==> src/rtl/life_ctrl_if.sv <==
// Bundle of key, cursor, board-port and engine signals around life_ctrl.
// Engine handshake: gen_start is a one-cycle request pulse from the controller;
// gen_done is a one-cycle completion pulse from the engine. gen_done counts only
// while a generation is outstanding and not in the same cycle as its gen_start.
interface life_ctrl_if #(
    parameter int LOG2X = 3,
    parameter int LOG2Y = 3
);
    logic             key_toggle;
    logic             key_run;
    logic             key_step;
    logic             key_clear;
    logic [LOG2X-1:0] cursor_x;
    logic [LOG2Y-1:0] cursor_y;
    logic             cell_rd;
    logic [LOG2X-1:0] cell_x;
    logic [LOG2Y-1:0] cell_y;
    logic             cell_we;
    logic             cell_wdata;
    logic             gen_start;
    logic             gen_done;
    logic             running;
    logic [15:0]      gen_count;

    modport master (
        input  key_toggle, key_run, key_step, key_clear,
        input  cursor_x, cursor_y, cell_rd, gen_done,
        output cell_x, cell_y, cell_we, cell_wdata,
        output gen_start, running, gen_count
    );

    modport slave (
        output key_toggle, key_run, key_step, key_clear,
        output cursor_x, cursor_y, cell_rd, gen_done,
        input  cell_x, cell_y, cell_we, cell_wdata,
        input  gen_start, running, gen_count
    );
endinterface

==> src/rtl/life_ctrl.sv <==
// Life board mode controller: edit-mode toggle/clear, paced run mode, and
// single-owner board write port so edits and generations never collide.
module life_ctrl #(
    parameter int              X      = 8,
    parameter int              Y      = 8,
    parameter int              LOG2X  = 3,
    parameter int              LOG2Y  = 3,
    parameter int              RATE_W = 24,
    parameter logic [RATE_W-1:0] RATE = 24'd5000000
) (
    input  logic        clk,
    input  logic        reset,
    life_ctrl_if.master bus,
    output logic [2:0]  dbg_state
);

    typedef enum logic [2:0] {
        IDLE     = 3'd0,
        TOGGLE   = 3'd1,
        CLEAR    = 3'd2,
        RUN_WAIT = 3'd3,
        GEN      = 3'd4
    } state_t;

    state_t            state_q, state_d;
    logic [3:0]        kd_q, kd_d;
    logic [RATE_W-1:0] cnt_q, cnt_d;
    logic [LOG2X-1:0]  tx_q, tx_d, cx_q, cx_d;
    logic [LOG2Y-1:0]  ty_q, ty_d, cy_q, cy_d;
    logic              twd_q, twd_d;
    logic [15:0]       gen_count_q, gen_count_d;
    logic              running_q, running_d;
    logic              stop_req_q, stop_req_d;
    logic              gen_start_q, gen_start_d;

    // Keys packed as {clear, run, step, toggle}; an event is a release.
    logic [3:0] keys;
    logic [3:0] ev;
    logic       ev_clear, ev_run, ev_step, ev_toggle;
    logic       done_ok;

    assign keys      = {bus.key_clear, bus.key_run, bus.key_step, bus.key_toggle};
    assign ev        = kd_q & ~keys;
    assign ev_clear  = ev[3];
    assign ev_run    = ev[2];
    assign ev_step   = ev[1];
    assign ev_toggle = ev[0];
    // The gen_start cycle cannot also complete the generation it launches.
    assign done_ok   = bus.gen_done & ~gen_start_q;

    // State and datapath registers, all cleared asynchronously.
    always_ff @(posedge clk or posedge reset) begin
        if (reset) begin
            state_q     <= IDLE;
            kd_q        <= '0;
            cnt_q       <= '0;
            tx_q        <= '0;
            ty_q        <= '0;
            twd_q       <= 1'b0;
            cx_q        <= '0;
            cy_q        <= '0;
            gen_count_q <= '0;
            running_q   <= 1'b0;
            stop_req_q  <= 1'b0;
            gen_start_q <= 1'b0;
        end else begin
            state_q     <= state_d;
            kd_q        <= kd_d;
            cnt_q       <= cnt_d;
            tx_q        <= tx_d;
            ty_q        <= ty_d;
            twd_q       <= twd_d;
            cx_q        <= cx_d;
            cy_q        <= cy_d;
            gen_count_q <= gen_count_d;
            running_q   <= running_d;
            stop_req_q  <= stop_req_d;
            gen_start_q <= gen_start_d;
        end
    end

    // Next-state logic: event priority and per-state sequencing.
    always_comb begin
        state_d     = state_q;
        kd_d        = keys;
        cnt_d       = cnt_q;
        tx_d        = tx_q;
        ty_d        = ty_q;
        twd_d       = twd_q;
        cx_d        = cx_q;
        cy_d        = cy_q;
        gen_count_d = gen_count_q;
        running_d   = running_q;
        stop_req_d  = stop_req_q;
        gen_start_d = 1'b0;

        case (state_q)
            IDLE: begin
                if (ev_clear) begin
                    cx_d    = '0;
                    cy_d    = '0;
                    state_d = CLEAR;
                end else if (ev_run) begin
                    running_d = 1'b1;
                    cnt_d     = '0;
                    state_d   = RUN_WAIT;
                end else if (ev_step) begin
                    gen_start_d = 1'b1;
                    stop_req_d  = 1'b0;
                    state_d     = GEN;
                end else if (ev_toggle) begin
                    tx_d    = bus.cursor_x;
                    ty_d    = bus.cursor_y;
                    twd_d   = ~bus.cell_rd;
                    state_d = TOGGLE;
                end
            end

            TOGGLE: begin
                state_d = IDLE;
            end

            CLEAR: begin
                if (cx_q == LOG2X'(X - 1)) begin
                    cx_d = '0;
                    if (cy_q == LOG2Y'(Y - 1)) begin
                        cy_d        = '0;
                        gen_count_d = '0;
                        running_d   = 1'b0;
                        state_d     = IDLE;
                    end else begin
                        cy_d = cy_q + LOG2Y'(1);
                    end
                end else begin
                    cx_d = cx_q + LOG2X'(1);
                end
            end

            RUN_WAIT: begin
                if (ev_clear) begin
                    running_d = 1'b0;
                    cx_d      = '0;
                    cy_d      = '0;
                    state_d   = CLEAR;
                end else if (ev_run) begin
                    running_d = 1'b0;
                    state_d   = IDLE;
                end else if (cnt_q == RATE - RATE_W'(1)) begin
                    gen_start_d = 1'b1;
                    stop_req_d  = 1'b0;
                    state_d     = GEN;
                end else begin
                    cnt_d = cnt_q + RATE_W'(1);
                end
            end

            GEN: begin
                if (ev_run) begin
                    stop_req_d = 1'b1;
                end
                if (done_ok) begin
                    gen_count_d = gen_count_q + 16'd1;
                    // A stop request raised in the completing cycle still counts.
                    if (running_q && !(stop_req_q || ev_run)) begin
                        cnt_d      = '0;
                        stop_req_d = 1'b0;
                        state_d    = RUN_WAIT;
                    end else begin
                        running_d  = 1'b0;
                        stop_req_d = 1'b0;
                        state_d    = IDLE;
                    end
                end
            end

            default: begin
                state_d = IDLE;
            end
        endcase
    end

    // Board port: only TOGGLE and CLEAR write; otherwise address follows the cursor.
    always_comb begin
        bus.cell_x     = bus.cursor_x;
        bus.cell_y     = bus.cursor_y;
        bus.cell_we    = 1'b0;
        bus.cell_wdata = 1'b0;
        case (state_q)
            TOGGLE: begin
                bus.cell_x     = tx_q;
                bus.cell_y     = ty_q;
                bus.cell_we    = 1'b1;
                bus.cell_wdata = twd_q;
            end
            CLEAR: begin
                bus.cell_x     = cx_q;
                bus.cell_y     = cy_q;
                bus.cell_we    = 1'b1;
                bus.cell_wdata = 1'b0;
            end
            default: begin
                bus.cell_we = 1'b0;
            end
        endcase
    end

    assign bus.gen_start = gen_start_q;
    assign bus.running   = running_q;
    assign bus.gen_count = gen_count_q;
    assign dbg_state     = state_q;

endmodule

==> src/flat_wrapper.sv <==
// flat-port wrapper written by rule: the top's interface ports become plain ports
module life_ctrl_flat 
#(
    parameter int              X      = 8,
    parameter int              Y      = 8,
    parameter int              LOG2X  = 3,
    parameter int              LOG2Y  = 3,
    parameter int              RATE_W = 24,
    parameter logic [RATE_W-1:0] RATE = 24'd5000000
)
  (clk, reset, dbg_state, bus_key_toggle, bus_key_run, bus_key_step, bus_key_clear, bus_cursor_x, bus_cursor_y, bus_cell_rd, bus_gen_done, bus_cell_x, bus_cell_y, bus_cell_we, bus_cell_wdata, bus_gen_start, bus_running, bus_gen_count);
  life_ctrl_if #(.LOG2X(LOG2X), .LOG2Y(LOG2Y)) bus_i ();
  input  logic clk;
  input  logic reset;
  output logic [2:0] dbg_state;
  input wire logic [$bits(bus_i.key_toggle)-1:0] bus_key_toggle;
  input wire logic [$bits(bus_i.key_run)-1:0] bus_key_run;
  input wire logic [$bits(bus_i.key_step)-1:0] bus_key_step;
  input wire logic [$bits(bus_i.key_clear)-1:0] bus_key_clear;
  input wire logic [$bits(bus_i.cursor_x)-1:0] bus_cursor_x;
  input wire logic [$bits(bus_i.cursor_y)-1:0] bus_cursor_y;
  input wire logic [$bits(bus_i.cell_rd)-1:0] bus_cell_rd;
  input wire logic [$bits(bus_i.gen_done)-1:0] bus_gen_done;
  output wire logic [$bits(bus_i.cell_x)-1:0] bus_cell_x;
  output wire logic [$bits(bus_i.cell_y)-1:0] bus_cell_y;
  output wire logic [$bits(bus_i.cell_we)-1:0] bus_cell_we;
  output wire logic [$bits(bus_i.cell_wdata)-1:0] bus_cell_wdata;
  output wire logic [$bits(bus_i.gen_start)-1:0] bus_gen_start;
  output wire logic [$bits(bus_i.running)-1:0] bus_running;
  output wire logic [$bits(bus_i.gen_count)-1:0] bus_gen_count;
  assign bus_i.key_toggle = bus_key_toggle;
  assign bus_i.key_run = bus_key_run;
  assign bus_i.key_step = bus_key_step;
  assign bus_i.key_clear = bus_key_clear;
  assign bus_i.cursor_x = bus_cursor_x;
  assign bus_i.cursor_y = bus_cursor_y;
  assign bus_i.cell_rd = bus_cell_rd;
  assign bus_i.gen_done = bus_gen_done;
  assign bus_cell_x = bus_i.cell_x;
  assign bus_cell_y = bus_i.cell_y;
  assign bus_cell_we = bus_i.cell_we;
  assign bus_cell_wdata = bus_i.cell_wdata;
  assign bus_gen_start = bus_i.gen_start;
  assign bus_running = bus_i.running;
  assign bus_gen_count = bus_i.gen_count;
  life_ctrl #(.X(X), .Y(Y), .LOG2X(LOG2X), .LOG2Y(LOG2Y), .RATE_W(RATE_W), .RATE(RATE)) u_core (.clk(clk), .reset(reset), .bus(bus_i), .dbg_state(dbg_state));
endmodule
==> config.mk <==
export PLATFORM = sky130hd
export DESIGN_NAME = life_ctrl_flat
export DESIGN_NICKNAME = d
export VERILOG_FILES = /design/src/rtl/life_ctrl_if.sv /design/src/rtl/life_ctrl.sv /design/src/flat_wrapper.sv
export SDC_FILE = /design/constraint.sdc
export NUM_CORES = 1
export LEC_CHECK = 0
export ABC_AREA = 0
export CORE_ASPECT_RATIO = 1.4
export CORE_MARGIN = 8
export CORE_UTILIZATION = 60
export DETAILED_ROUTE_END_ITERATION = 8
export PLACE_DENSITY = 0.95
export SYNTH_ARGS = -nofsm -noshare
export SYNTH_HDL_FRONTEND = slang
export SYNTH_SLANG_ARGS = --single-unit
==> constraint.sdc <==
create_clock -name clk -period 5.02 [get_ports clk]
set_input_delay 1.004 -clock clk [delete_from_list [all_inputs] [get_ports clk]]
set_output_delay 1.004 -clock clk [all_outputs]
set_load 0.01 [all_outputs]
==> results of run 1 <==
synth_stat cells (5+ instances only):
library cell and count:
sky130_fd_sc_hd__nand2_1 43, sky130_fd_sc_hd__a21oi_1 20, sky130_fd_sc_hd__xor2_1 9, sky130_fd_sc_hd__inv_1 10, sky130_fd_sc_hd__o31ai_1 5, sky130_fd_sc_hd__nand4_1 12, sky130_fd_sc_hd__o22ai_1 11, sky130_fd_sc_hd__mux2_2 9
sky130_fd_sc_hd__clkbuf_1 15, sky130_fd_sc_hd__or3_1 5, sky130_fd_sc_hd__o21ai_0 47, sky130_fd_sc_hd__ha_1 6, sky130_fd_sc_hd__nor3_1 8, sky130_fd_sc_hd__nand2b_1 5, sky130_fd_sc_hd__and2_1 8, sky130_fd_sc_hd__a31oi_1 17
sky130_fd_sc_hd__nor2_1 39, sky130_fd_sc_hd__dfrtp_1 63, sky130_fd_sc_hd__nand3_1 20
metal layers:
layer	up-vias	GRT usage [%]	wire, um
met1	1696	25.5	3610
met2	154	39.5	5100
met5	-	0	0
met3	24	5.02	534
li1	1565	-	-
met4	0	9.74	197
through the flow:
stage          power [mW]  worst slack, ps  util [%]  hold slack, ps  instance area (sq um)
6_report             1.85             1270      72.2             489                   4200
5_1_grt              1.96             1150      72.2             509                   4200
4_1_cts              1.84             1340      72.2             489                   4200
3_5_place_dp         1.40             1420      69.0             475                   4020
3_3_place_gp         1.36             1500      69.0             468                   4020
2_1_floorplan        1.14             2440         -             450                   3580
cells by family (layout without fill, tap and decap cells):
kind of cell	count (synthesis)	count (layout)	synth area share, %
buf+inv	31	71	3.78
simple gates	169	169	24.3
xor+xnor	10	10	2.45
fa+ha+maj	6	6	2.10
flops	63	63	44.1
compound gates	118	118	19.6
mux	12	12	3.67
area by class of cell:
cell class	instances	share of cell area, %
clock buffer	10	3.04
inverter	10	0.893
timing repair buffer	45	10.5
tap	70	2.08
sequential	63	37.5
multi-input combinational	315	44.5
clock inverter	6	1.46
flip-flops by register name, indices dropped and copies added (netlist names), 3 cells and up:
name / count
u_core.ty_q: 3
u_core.cx_q: 3
u_core.kd_q: 4
u_core.cy_q: 3
u_core.tx_q: 3
u_core.bus.gen_count: 16
u_core.cnt_q: 24
u_core.dbg_state: 3
report_power, final:
part	internal (mW)	switching [mW]	leakage (nW)
Clock	0.227	0.206	0.0960
Sequential	0.588	0.120	0.843
Combinational	0.338	0.372	0.816
worst max path at each step:
stage / cells past startpoint / start / slack [ps] / to
CTS: 5 / u_core.dbg_state[0]$_DFFE_PP0P_ / 1340 / bus_cell_x[1]
finish: 5 / u_core.dbg_state[0]$_DFFE_PP0P_ / 1270 / bus_cell_x[1]
global placement: 6 / bus_cursor_y[2] / 1500 / bus_cell_y[2]
detailed placement: 6 / bus_cursor_y[2] / 1420 / bus_cell_y[2]
floorplan: 7 / u_core.dbg_state[1]$_DFFE_PP0P_ / 2440 / bus_cell_y[1]
global route: 5 / u_core.dbg_state[0]$_DFFE_PP0P_ / 1150 / bus_cell_x[1]
==> out/results.env, run 1 <==
OUTCOME='completed'
R2R_START='u_core.dbg_state[1]$_DFFE_PP0P_'
SETUP-VIOLATIONS-FINAL=0
POST_CTS_BUFFERS=0
TIMING.SETUP.CRITICAL_PATH_CLASS='reg2out'
TOTAL_DIE_AREA_SQ_UM=8720
ANTENNA_CELLS=0
COUNT_OF_HOLD_FIX_BUFFERS_INSERTED_AT_CTS=0
VIAS_PER_CELL=6.63
MULTIINPUTGATEAREA_SQ_UM=1870
IOPINCOUNT=43
CRITICAL-PATH-TOP-CELL-BY-COUNT='sky130_fd_sc_hd__nor2_1'
CRIT_CHAIN='nor2_1, nor2_1, o22ai_1, a21oi_1, clkdlybuf4s50_1'
POST_SYNTH_TOP_AREA_SHARE_PCT=44.1
REGAREA_SQ_UM=1580
NUM_ROWS=33
MAX_CAP_VIOL_COUNT=0
POWER.LEAKAGE_nW=1.76
FP.DIEW_UM=81.3
TIMING.HOLD.WORST.START='u_core.cnt_q[11]$_DFFE_PP0P_'
WHS_PATH_DEPTH=1
YOSYS-TOP-CELLS-AREA='sky130_fd_sc_hd__dfrtp_1, sky130_fd_sc_hd__o21ai_0, sky130_fd_sc_hd__nand2_1, sky130_fd_sc_hd__nor2_1, sky130_fd_sc_hd__a31oi_1'
CP_DATA_REQUIRED_TIME_PS=4020
REGTOREGENDPOINT='u_core.bus.gen_count[13]$_DFFE_PP0P_'
CLOCKROOTBUFFER='sky130_fd_sc_hd__clkbuf_8'
FIRST_GLOBAL_VIAS=3372
RSZ0062_AT_GRT='false'
CTS_HTREE_LEVELS=3
LAYOUT.CELLS.MOST_COMMON='sky130_fd_sc_hd__dfrtp_1'
CP_MAX_FO=25
CP_SLOWEST_STAGE_DELAY_PS=890
SYNTHCELLS=409
CLOCK_LATENCY_LATE_SINK_PS=360
DRC=0
LAYOUT.CELLS.NON_FILLER=519
HOLDCRITPATHCLASS='reg2reg'
YS_DOMINANT_REG_CELL='sky130_fd_sc_hd__dfrtp_1'
FMAX_GHz=0.267
ROUTE.DETAILED.WL_PER_INST_UM=18.2
DP.FINAL_HPWL_UM=6390
AREA_DELTA_SYNTH_FINAL_PCT=17.5
NUM_VIAS=3439
FIN_TNS_SETUP_PS=0
SYN_AREA_PER_CELL_SQ_UM=8.75
POST_SYNTH_NUM_CELL_TYPES=55
MIN_TO='u_core.cnt_q[11]$_DFFE_PP0P_'
CTS_TREE='built'
DRT_PRE_ANTENNA_ITERS=5
WORST_SLEW_PIN_SLEW_PS=841
P_PER_AREA_nW_PER_UM2=440
START_UTIL_PCT=61.4
CP-END-KIND='output port'
CTS-RESIZED-GATES=0
SETUP.REG_TO_REG.WORST_SLACK_PS=2330
CTS_SINK_CNT=63
FINAL-HOLD-VIOLATION-COUNT=0
CRIT_ARRIVAL_PS=2750
CTS.REPORTEDPATHS.CLKPINSLEW_PS=70
POST_SYNTH_INSTANCE_AREA_SQ_UM=3580
YOSYS.AREA.TOP_TYPE='sky130_fd_sc_hd__dfrtp_1'
REMAINING_ANTENNA_VIOLATION_COUNT=0
DPL.CELL_COUNT=503
GRT_ANTENNA_BEFORE_REPAIR=0
POST_SYNTHESIS_SEQUENTIAL_ELEMENT_COUNT=63
FF2FF_PATH_DEPTH=5
YOSYSWARNINGCOUNT=0
SYNTHARSTFLOPSHARE_PCT=100
TRITONCTS.NUM_BUFFERS=9
FINAL_CELL_MIX='sky130_fd_sc_hd__dfrtp_1, sky130_fd_sc_hd__o21ai_0, sky130_fd_sc_hd__nand2_1'
SYNTH-EDFF-COUNT=0
SYN-NUM-NETS=429
PATH_BUF_INV=1
CP_SLOWEST_CELL='sky130_fd_sc_hd__dfrtp_1'
PLACE_CONGESTION=0.864
SHARE_OF_THE_CLOCK_PERIOD_USED_BY_THE_WORST_PATH_PCT=74.7
PORTBUFFERS=42
LAYOUT-DRIVE-GT1-SHARE_PCT=8.69
PERIOD_MINUS_SLACK_PS=3750
FINALMAXSLEWVIOLATIONS=0
FINAL_NET_COUNT=464
PEAKVDDDROP_mV=0.246
GLOBAL_ROUTE.USAGE.TOTAL_PCT=22.7
FAMILY_OF_CELLS_WITH_THE_GREATEST_SUMMED_DELAY_ON_THE_CRITICAL_PATH='flip-flops'
DRT-TOTAL-WL_UM=9440
CLOCK_PATH_BUFFERS=2
SYNTH_SEQUENTIAL_AREA_RATIO_PCT=44.1
FINAL.FILL_COUNT=425
TIMING.CLOCK.SKEW_PS=15.1
GRT_PASS1_WL_UM=15800
GRT_OVERFLOW_TOTAL=0
CRIT_PATH_START_KIND='flop'
DETAIL_ROUTE.ITER0.VIOLATIONS=347
GRT_START_MAX_NET_PINS=36
CORE_AREA_SQ_UM=5820
FLOORPLAN.DIE.HEIGHT_UM=107
TIMING.SLEW.HEADROOM_PCT=43.9
(Power assumes the default switching activity.)
==> run 2: changes to the inputs <==
--- a/config.mk
+++ b/config.mk
@@ -8,9 +8,9 @@
 export ABC_AREA = 0
 export CORE_ASPECT_RATIO = 1.4
 export CORE_MARGIN = 8
-export CORE_UTILIZATION = 60
+export CORE_UTILIZATION = 56
 export DETAILED_ROUTE_END_ITERATION = 8
-export PLACE_DENSITY = 0.95
+export PLACE_DENSITY = 0.91
 export SYNTH_ARGS = -nofsm -noshare
 export SYNTH_HDL_FRONTEND = slang
 export SYNTH_SLANG_ARGS = --single-unit
==> constraint.sdc (replaced) <==
create_clock -name clk -period 3.8 [get_ports clk]
set_input_delay 0.76 -clock clk [delete_from_list [all_inputs] [get_ports clk]]
set_output_delay 0.76 -clock clk [all_outputs]
set_load 0.01 [all_outputs]
==> run 2 against run 1 <==
Combinational power rose by 36%. Register-to-register slack worse by 1200 ps. Sequential share of layout area shrank 0.23 points. Clock skew is 8.1 ps lower. Utilization shrank 4.1 points. Critical endpoint is now bus_cell_x[2]. Critical path depth stayed put. Die area rose by 5.9%. Via count shrank 1.1%. Largest cell class unchanged.
==> out/results.env, run 2 (same netlist as run 1, synthesis figures left out) <==
GRT_START_MAX_NET_PINS=30
CP_DATA_REQUIRED_TIME_PS=3040
FINAL_NET_COUNT=467
CP_MAX_FO=23
VIAS_PER_CELL=6.49
CORE_AREA_SQ_UM=6210
ROUTE.DETAILED.WL_PER_INST_UM=17.3
CLOCK_LATENCY_LATE_SINK_PS=340
DRC=0
FINALMAXSLEWVIOLATIONS=0
AREA_DELTA_SYNTH_FINAL_PCT=18.3
FINAL-HOLD-VIOLATION-COUNT=0
SW_FRAC_OF_TOTAL_PCT=36.8
MAX_CAP_VIOL_COUNT=0
CLOCK_POWER_SHARE_PCT=23.6
CRIT_CHAIN='inv_1, nand2_1, o22ai_1, a21oi_1, clkdlybuf4s50_1'
TIMING.SLEW.HEADROOM_PCT=39.5
OUTCOME='completed'
SHARE_OF_THE_CLOCK_PERIOD_USED_BY_THE_WORST_PATH_PCT=88.3
GRT_OVERFLOW_TOTAL=0
HOLDCRITPATHCLASS='reg2reg'
CELLINTERNALPOWER_mW=1.55
CTS_TREE='built'
LAYOUT.CELLS.MOST_COMMON='sky130_fd_sc_hd__dfrtp_1'
COUNT_OF_HOLD_FIX_BUFFERS_INSERTED_AT_CTS=0
CP_SLOWEST_CELL='sky130_fd_sc_hd__dfrtp_1'
FLOORPLAN.DIE.HEIGHT_UM=111
DETAIL_ROUTE.ITER0.VIOLATIONS=321
RSZ0062_AT_GRT='false'
FIN_TNS_SETUP_PS=0
GRT_ANTENNA_BEFORE_REPAIR=0
FINAL.FILL_COUNT=482
CRIT_PATH_START_KIND='flop'
CTS.REPORTEDPATHS.CLKPINSLEW_PS=70
PEAKVDDDROP_mV=0.274
WORST_SLEW_PIN_SLEW_PS=899
ANTENNA_CELLS=0
LAYOUT-DRIVE-GT1-SHARE_PCT=9.07
CLOCK_PATH_BUFFERS=2
WORST_HOLD_SLACK_PS=488
POST-ROUTE-CELL-AREA_SQ_UM=4230
P_PER_AREA_nW_PER_UM2=579
GRT_PASS1_WL_UM=15500
CTS-RESIZED-GATES=0
CTS_SINK_CNT=63
PATH_BUF_INV=2
PERIOD_MINUS_SLACK_PS=3360
PLACEMENT.CELL_AREA_SQ_UM=4040
POST_CTS_BUFFERS=0
FAMILY_OF_CELLS_WITH_THE_GREATEST_SUMMED_DELAY_ON_THE_CRITICAL_PATH='buffers and inverters'
CRIT_ARRIVAL_PS=2600
START_UTIL_PCT=57.6
FINAL_CELL_MIX='sky130_fd_sc_hd__dfrtp_1, sky130_fd_sc_hd__o21ai_0, sky130_fd_sc_hd__nand2_1'
R2R_START='u_core.dbg_state[0]$_DFFE_PP0P_'
TOP_REGISTER='u_core.cnt_q'
CLOCKROOTBUFFER='sky130_fd_sc_hd__clkbuf_8'
LARGEST_REG_FLOPS=24
NUM_ROWS=34
SEQ_POWER_SHARE_PCT=36.9
SETUP-VIOLATIONS-FINAL=0
TRITONCTS.NUM_BUFFERS=9
DP.FINAL_HPWL_UM=6210
CTS_HTREE_LEVELS=3
NUM_VIAS=3402
TIMING.SETUP.CRITICAL_PATH_CLASS='reg2out'
FIN_TOTAL_PWR_mW=2.45
GLOBAL_ROUTE.USAGE.TOTAL_PCT=19.9
TIMING.HOLD.WORST.START='u_core.twd_q$_DFFE_PP0P_'
PLACE_CONGESTION=0.854
DRT_PRE_ANTENNA_ITERS=5
P_COMB_SHARE_PCT=39.5
TOTAL_DIE_AREA_SQ_UM=9240
WORSTSETUPSTARTPOINT='u_core.dbg_state[2]$_DFFE_PP0P_'
REMAINING_ANTENNA_VIOLATION_COUNT=0
DRT-TOTAL-WL_UM=9050
FIRST_GLOBAL_VIAS=3296
TIMING.CLOCK.SKEW_PS=6.99
PORTBUFFERS=42
POWER.LEAKAGE_nW=1.77
FP.DIEW_UM=83.5
FMAX_GHz=0.298
POWER.NET_SWITCHING_mW=0.900
CP_SLOWEST_STAGE_DELAY_PS=790
IOPINCOUNT=43
CP-END-KIND='output port'
-- run 2: cell types whose count changed in the layout (fill, tap and decap cells not counted), sizes merged --
cell	change
buf	+3
clkbuf	+2
clkinv	-1
clkinvlp	-1
-- run 2: cell type report --
type	instances	area, sq um	area share (%)
clock buffers	12	145	3.43
clock inverters	4	45.0	1.06
inverters	10	37.5	0.887
multi-input cells	315	1870	44.2
flip-flops and latches	63	1580	37.3
well taps	72	90.1	2.13
repair buffers	48	465	11.0
-- run 2: layer usage --
| metal | routed length [um] | track usage, % | vias up |
|---|---|---|---|
| met5 | 0 | 0 | - |
| met4 | 187 | 7.98 | 0 |
| met3 | 662 | 5.96 | 23 |
| met2 | 4720 | 34.3 | 151 |
| met1 | 3480 | 22.3 | 1651 |
| li1 | - | - | 1577 |
-- run 2: stage by stage --
stage / std cells / worst slack (ps) / utilization [%]
after floorplan: 409 / 1460 / -
after global placement: 508 / 788 / 65.0
after detailed placement: 508 / 744 / 65.0
after CTS: 524 / 496 / 68.1
after global routing: 524 / 256 / 68.1
final: 524 / 443 / 68.1
-- run 2: path summary, 6_finish.rpt --
kind | slack [ps] | end | cells past startpoint
worst max-delay path | 440 | bus_cell_x[2] | 5
worst min-delay path | 490 | u_core.twd_q$_DFFE_PP0P_ | 2
worst max register to register | 1170 | u_core.cnt_q[13]$_DFFE_PP0P_ | 7
worst min register to register | 490 | u_core.twd_q$_DFFE_PP0P_ | 2
max in group asynchronous | 2280 | u_core.kd_q[0]$_DFF_PP0_ | 3
min in group asynchronous | 820 | u_core.cnt_q[14]$_DFFE_PP0P_ | 2
-- run 2: worst reg2reg max path, stage by stage (launching register included) --
cell and delay [ps]:
sky130_fd_sc_hd__dfrtp_1 840, sky130_fd_sc_hd__nand3b_2 460, sky130_fd_sc_hd__nor3_2 290, sky130_fd_sc_hd__buf_4 290
sky130_fd_sc_hd__o22ai_1 130, sky130_fd_sc_hd__buf_4 220, sky130_fd_sc_hd__o21ai_0 190, sky130_fd_sc_hd__o21ai_0 110
-- run 2: power groups by stage --
stage | sequential, mW | clock [mW] | combinational (mW)
after global routing | 0.919 | 0.610 | 1.07
after global placement | 0.904 | 0 | 0.909
after floorplan | 0.865 | 0 | 0.639
final | 0.903 | 0.578 | 0.966
after CTS | 0.899 | 0.585 | 0.960
after detailed placement | 0.911 | 0 | 0.946
